[src/rtl/dma16_pkg.sv]
// Shared constants and types for the 16-bank source/sink DMA pair.
// The write-side DMA imports the same package so bank geometry stays in one place.
package dma16_pkg;
    localparam int NUM_BANKS  = 16;
    localparam int BANK_DEPTH = 940;
    localparam int ADDR_W     = 10;
    localparam int SEL_W      = 4;
    localparam int DATA_W     = 8;
    localparam int ENTRY_W    = DATA_W + 1 + SEL_W;

    localparam logic [ADDR_W-1:0] LAST_ADDR = 10'd939;

    typedef enum logic {
        IDLE,
        READ
    } dma16_state_t;

    // One buffered stream beat: the byte plus the tags that travel with it.
    typedef struct packed {
        logic [DATA_W-1:0] data;
        logic              last;
        logic [SEL_W-1:0]  bank;
    } dma16_entry_t;
endpackage

[src/rtl/sink_dma_skid_fifo.sv]
// Two-entry FIFO between the 1-cycle-latency RAM read and the output stream.
// The caller never pushes into a full FIFO and never pops an empty one.
module sink_dma_skid_fifo
    import dma16_pkg::*;
(
    input  logic         clk,
    input  logic         rst,
    input  logic         i_push,
    input  logic         i_pop,
    input  dma16_entry_t i_wdata,
    output dma16_entry_t o_rdata,
    output logic [1:0]   o_count
);
    dma16_entry_t r_mem [2];
    logic         r_wr_ptr;
    logic         r_rd_ptr;
    logic [1:0]   r_count;

    genvar gi;
    generate
        for (gi = 0; gi < 2; gi++) begin : g_entry
            always_ff @(posedge clk or posedge rst) begin
                if (rst) begin
                    r_mem[gi] <= '0;
                end else if (i_push && (r_wr_ptr == 1'(gi))) begin
                    r_mem[gi] <= i_wdata;
                end
            end
        end
    endgenerate

    always_ff @(posedge clk or posedge rst) begin
        if (rst) begin
            r_wr_ptr <= 1'b0;
            r_rd_ptr <= 1'b0;
            r_count  <= 2'd0;
        end else begin
            if (i_push) begin
                r_wr_ptr <= ~r_wr_ptr;
            end
            if (i_pop) begin
                r_rd_ptr <= ~r_rd_ptr;
            end
            r_count <= r_count + 2'(i_push) - 2'(i_pop);
        end
    end

    assign o_rdata = r_mem[r_rd_ptr];
    assign o_count = r_count;
endmodule

[src/rtl/sink_dma_16.sv]
// Read-side DMA: drains filled RAM banks in write order onto a valid/ready byte
// stream, tagging each byte with its bank and marking the last byte of a bank.
module sink_dma_16
    import dma16_pkg::*;
(
    input  logic              clk,
    input  logic              rst,
    input  logic              bank_filled,
    output logic              rd_en,
    output logic [ADDR_W-1:0] rd_address,
    output logic [SEL_W-1:0]  rd_select,
    input  logic [DATA_W-1:0] rd_data,
    output logic [DATA_W-1:0] out_data,
    output logic              out_valid,
    input  logic              out_ready,
    output logic              out_last,
    output logic [SEL_W-1:0]  out_bank,
    output logic [4:0]        banks_pending,
    output logic              overflow
);
    dma16_state_t      r_state;
    dma16_state_t      w_state_next;
    logic [4:0]        r_pending;
    logic [4:0]        w_pending_next;
    logic              r_overflow;
    logic              w_overflow_set;
    logic [ADDR_W-1:0] r_addr;
    logic [SEL_W-1:0]  r_sel;
    logic              r_inflight;
    logic              r_tag_last;
    logic [SEL_W-1:0]  r_tag_bank;

    logic              w_issue;
    logic              w_issue_last;
    logic              w_pop;
    logic [1:0]        w_fifo_count;
    dma16_entry_t      w_fifo_rdata;
    dma16_entry_t      w_fifo_wdata;

    always_comb begin
        w_pop          = (w_fifo_count != 2'd0) && out_ready;
        w_issue        = 1'b0;
        w_overflow_set = 1'b0;
        w_pending_next = r_pending;
        w_state_next   = r_state;

        // Count the in-flight read as already buffered so the FIFO can never overfill.
        if (r_state == READ) begin
            w_issue = ({1'b0, w_fifo_count} + {2'b00, r_inflight}) < (3'd2 + {2'b00, w_pop});
        end
        w_issue_last = w_issue && (r_addr == LAST_ADDR);

        case ({bank_filled, w_issue_last})
            2'b10: begin
                if (r_pending == 5'd16) begin
                    w_overflow_set = 1'b1;
                end else begin
                    w_pending_next = r_pending + 5'd1;
                end
            end
            2'b01:   w_pending_next = r_pending - 5'd1;
            default: w_pending_next = r_pending;
        endcase

        // Decide on the updated count so the first read issues the cycle after the fill pulse.
        case (r_state)
            IDLE: begin
                if (w_pending_next != 5'd0) begin
                    w_state_next = READ;
                end
            end
            READ: begin
                if (w_issue_last && (w_pending_next == 5'd0)) begin
                    w_state_next = IDLE;
                end
            end
            default: w_state_next = IDLE;
        endcase
    end

    always_ff @(posedge clk or posedge rst) begin
        if (rst) begin
            r_state    <= IDLE;
            r_pending  <= 5'd0;
            r_overflow <= 1'b0;
        end else begin
            r_state   <= w_state_next;
            r_pending <= w_pending_next;
            if (w_overflow_set) begin
                r_overflow <= 1'b1;
            end
        end
    end

    always_ff @(posedge clk or posedge rst) begin
        if (rst) begin
            r_addr     <= '0;
            r_sel      <= '0;
            r_inflight <= 1'b0;
            r_tag_last <= 1'b0;
            r_tag_bank <= '0;
        end else begin
            r_inflight <= w_issue;
            if (w_issue) begin
                r_tag_last <= w_issue_last;
                r_tag_bank <= r_sel;
                if (w_issue_last) begin
                    r_addr <= '0;
                    r_sel  <= r_sel + SEL_W'(1);
                end else begin
                    r_addr <= r_addr + ADDR_W'(1);
                end
            end
        end
    end

    assign w_fifo_wdata.data = rd_data;
    assign w_fifo_wdata.last = r_tag_last;
    assign w_fifo_wdata.bank = r_tag_bank;

    sink_dma_skid_fifo u_fifo (
        .clk     (clk),
        .rst     (rst),
        .i_push  (r_inflight),
        .i_pop   (w_pop),
        .i_wdata (w_fifo_wdata),
        .o_rdata (w_fifo_rdata),
        .o_count (w_fifo_count)
    );

    assign rd_en         = w_issue;
    assign rd_address    = r_addr;
    assign rd_select     = r_sel;
    assign out_valid     = (w_fifo_count != 2'd0);
    assign out_data      = w_fifo_rdata.data;
    assign out_last      = w_fifo_rdata.last;
    assign out_bank      = w_fifo_rdata.bank;
    assign banks_pending = r_pending;
    assign overflow      = r_overflow;
endmodule
[config.mk]
export PLATFORM = sky130hd
export DESIGN_NAME = sink_dma_16
export DESIGN_NICKNAME = d
export VERILOG_FILES = /design/src/rtl/dma16_pkg.sv /design/src/rtl/sink_dma_skid_fifo.sv /design/src/rtl/sink_dma_16.sv
export SDC_FILE = /design/constraint.sdc
export NUM_CORES = 1
export LEC_CHECK = 0
export BUFFER_PORTS_ARGS = -buffer_cell sky130_fd_sc_hd__buf_4
export CELL_PAD_IN_SITES_DETAIL_PLACEMENT = 0
export CELL_PAD_IN_SITES_GLOBAL_PLACEMENT = 2
export CORE_UTILIZATION = 30
export DETAILED_ROUTE_END_ITERATION = 7
export PLACE_DENSITY = 0.68
export SYNTH_ARGS = -nofsm -noshare
export SYNTH_HDL_FRONTEND = slang
export SYNTH_SLANG_ARGS = --single-unit
[constraint.sdc]
create_clock -name clk -period 10.3 [get_ports clk]
set_clock_uncertainty 0.2 [all_clocks]
set_input_delay 0.515 -clock clk [delete_from_list [all_inputs] [get_ports clk]]
set_output_delay 0.515 -clock clk [all_outputs]
set_load 0.01 [all_outputs]
==> impl_metrics.toml <==
[critical_path]
criticalPathCategory = "reg2reg"
reg2regPathDepth = 11
worstPathArrival_ps = 4010
end_kind = "flop"
r2r-end = "r_state$_DFF_PP0_"
crit_fanout = 11
critPathRequiredTime_ps = 10310
crit_path_start_kind = "flop"
reg2reg_from = "rd_address[1]$_DFFE_PP0P_"
r2r_slack_ps = 6290

[pwr]
power.total_mw = 0.9356
powerDensity_nw_per_um2 = 277.2
ir_worst_vdd_mv = 0.1286
leakagePower_nw = 1.626

[drt]
drcViolationCount = 0
drt-initial-drc-count = 40
ant_nets = 0
wl_per_cell_um = 14.57
viasPerCell = 4.709
vias = 1846
routed_wl_mm = 5.711
dr.pass1.iters = 4

[logic_synthesis]
yosys_warnings = 0
synth-edff-count = 0
synth_nets = 251
synth_top_cell_by_area = "dfrtp_1"
synth_top_area_share = 0.5295
synth_ff_type = "dfrtp_1"
syn_inst = 228
synth_cell_types = 37
synthArstFlopShare = 1.000
syn_avg_cell_area_um2 = 11.82
synth_seq_cells = 57
synth_area_leaders = "dfrtp_1 (53%), mux2_2 (16%), ha_1 (5.1%)"
seq_area_frac_synth = 0.5295
netlist_area_um2 = 2694

[floorplanning]
initial_core_util = 0.3089
core-area_um2 = 8721
dieWidth_um = 96.76
rows = 34
die_h_um = 96.76
die-area_um2 = 9363
ioPinCount = 47

[min_path]
hp-class = "in2async"

[place]
place_congestion = 0.7725
portBuffers = 46
hpwl_mm = 3.810
placed_cell_area_um2 = 3148

[global_route]
grt_max_degree = 58
grt_pass1_vias = 1976
grt_overflow = 0
antenna_found_initial = 0
grt.total_usage = 0.1363
grt_pass1_wl_mm = 9.991

[clock_tree]
clock_latency_ps = 340
cts_made_buffers = 9
cts.clk_slew.worst_paths_ps = 70
cts_resized = 0
htreeDepth = 3
clockRootBuffer = "clkbuf_8"
cts_sinks = 57
postCtsSetupRepairBufs = 0
cts_tree = "built"
clockBufferDepth = 2
cts_hold_buf = 0

[sta]
finalCritPeriodShare = 0.3888
rsz0062_at_grt = "no"
report.final.slew_viol_count = 0
fin_setup_tns_ps = 0
worst_slew_pin_slew_ps = 751.9
setup_violations = 0
relSlewSlack = 0.4988
hold_violations = 0
max_freq_mhz = 249.7
period_minus_slack_ps = 4005

[final_layout]
layout_commonest_cell = "dfrtp_1"
final_area_um2 = 3374
nNetsFinal = 302
num_antenna_cells = 0
final_cell_mix = "dfrtp_1 (57), buf_4 (47), mux2_2 (39), nand2_1 (31), ha_1 (11)"
nFillCells = 852
drive_gt1_frac = 0.3732
area_delta_synth_final_pct = 25.27

[status]
outcome = "finished clean"

[job]
max-cap-violations = 0
## worst max-delay path, stage by stage (launching register included)
cell	delay (ps)
dfrtp_1	410
ha_1	290
nand4b_1	110
or4_4	520
or4b_1	660
inv_1	250
ha_1	370
nor3b_1	90
o211ai_1	190
nand3_1	110
a211o_1	270
or4_1	400
## report_power, final
group | switching [mW] | leakage, nW | internal [mW]
Combinational | 0.167 | 0.800 | 0.181
Sequential | 0.0605 | 0.716 | 0.289
Clock | 0.100 | 0.110 | 0.139
Total | 0.328 | 1.63 | 0.608
## cells in the mapped netlist (4+ instances only)
library cell	count
xnor2_1	8
ha_1	11
nor2_1	5
nand4_1	7
dfrtp_1	57
xor2_1	4
o21ai_0	7
mux2_2	39
nand2_1	31
nand3_1	7
inv_1	11
clkbuf_1	4
## layer usage
metal  GRT usage  wire length (um)  up-vias
met5           0                 0        -
li1            -                 -      909
met4     0.06889               115        0
met3     0.03540               222       10
met1      0.1842              2857      887
met2      0.2015              2516       40
## worst max-delay path by stage
stage,from,to,slack (ps),depth (start not counted)
3_5_place_dp,rd_address[0]$_DFFE_PP0P_,r_state$_DFF_PP0_,6270,11
2_1_floorplan,rd_address[0]$_DFFE_PP0P_,r_state$_DFF_PP0_,6570,11
6_report,rd_address[1]$_DFFE_PP0P_,r_state$_DFF_PP0_,6290,11
4_1_cts,rd_address[1]$_DFFE_PP0P_,r_state$_DFF_PP0_,6260,11
3_3_place_gp,rd_address[0]$_DFFE_PP0P_,r_state$_DFF_PP0_,6360,11
5_1_grt,rd_address[1]$_DFFE_PP0P_,r_state$_DFF_PP0_,5990,11
## final cells by class
cell class	count	area, um2	share of cell area
flip-flops and latches	57	1426	0.4227
multi-input cells	153	1192	0.3534
repair buffers	47	352.8	0.1046
well taps	108	135.1	0.04004
clock buffers	9	123.9	0.03671
clock inverters	7	102.6	0.03040
inverters	11	41.29	0.01224
## stage by stage
step                setup slack [ps]  utilization  hold WS (ps)  instances
finish                          6295       0.3869         180.7        392
global route                    5993       0.3869         194.5        392
CTS                             6256       0.3869         196.6        392
detailed placement              6271       0.3610         272.4        376
global placement                6358       0.3610         260.1        376
floorplan                       6573            -         254.3        228
## kinds of logic (layout without fill, tap and decap cells)
family          after synthesis  after routing  share of synthesized area
fa+ha+maj                    11             11                    0.05109
mux                          41             41                     0.1705
buf+inv                      18             74                    0.02787
xor+xnor                     12             12                    0.03902
flops                        57             57                     0.5295
compound gates               21             21                    0.05202
simple gates                 68             68                     0.1300
## sequential cells by signal, summed over array words and instances, names as in the netlist
signal	cells
r_inflight	1
rd_address	10
r_tag_bank	4
u_fifo.r_mem	26
overflow	1
r_tag_last	1
rd_select	4
u_fifo.r_rd_ptr	1
banks_pending	5
u_fifo.r_wr_ptr	1
u_fifo.o_count	2
r_state	1
No activity file was read; power rests on OpenSTA's default activity.
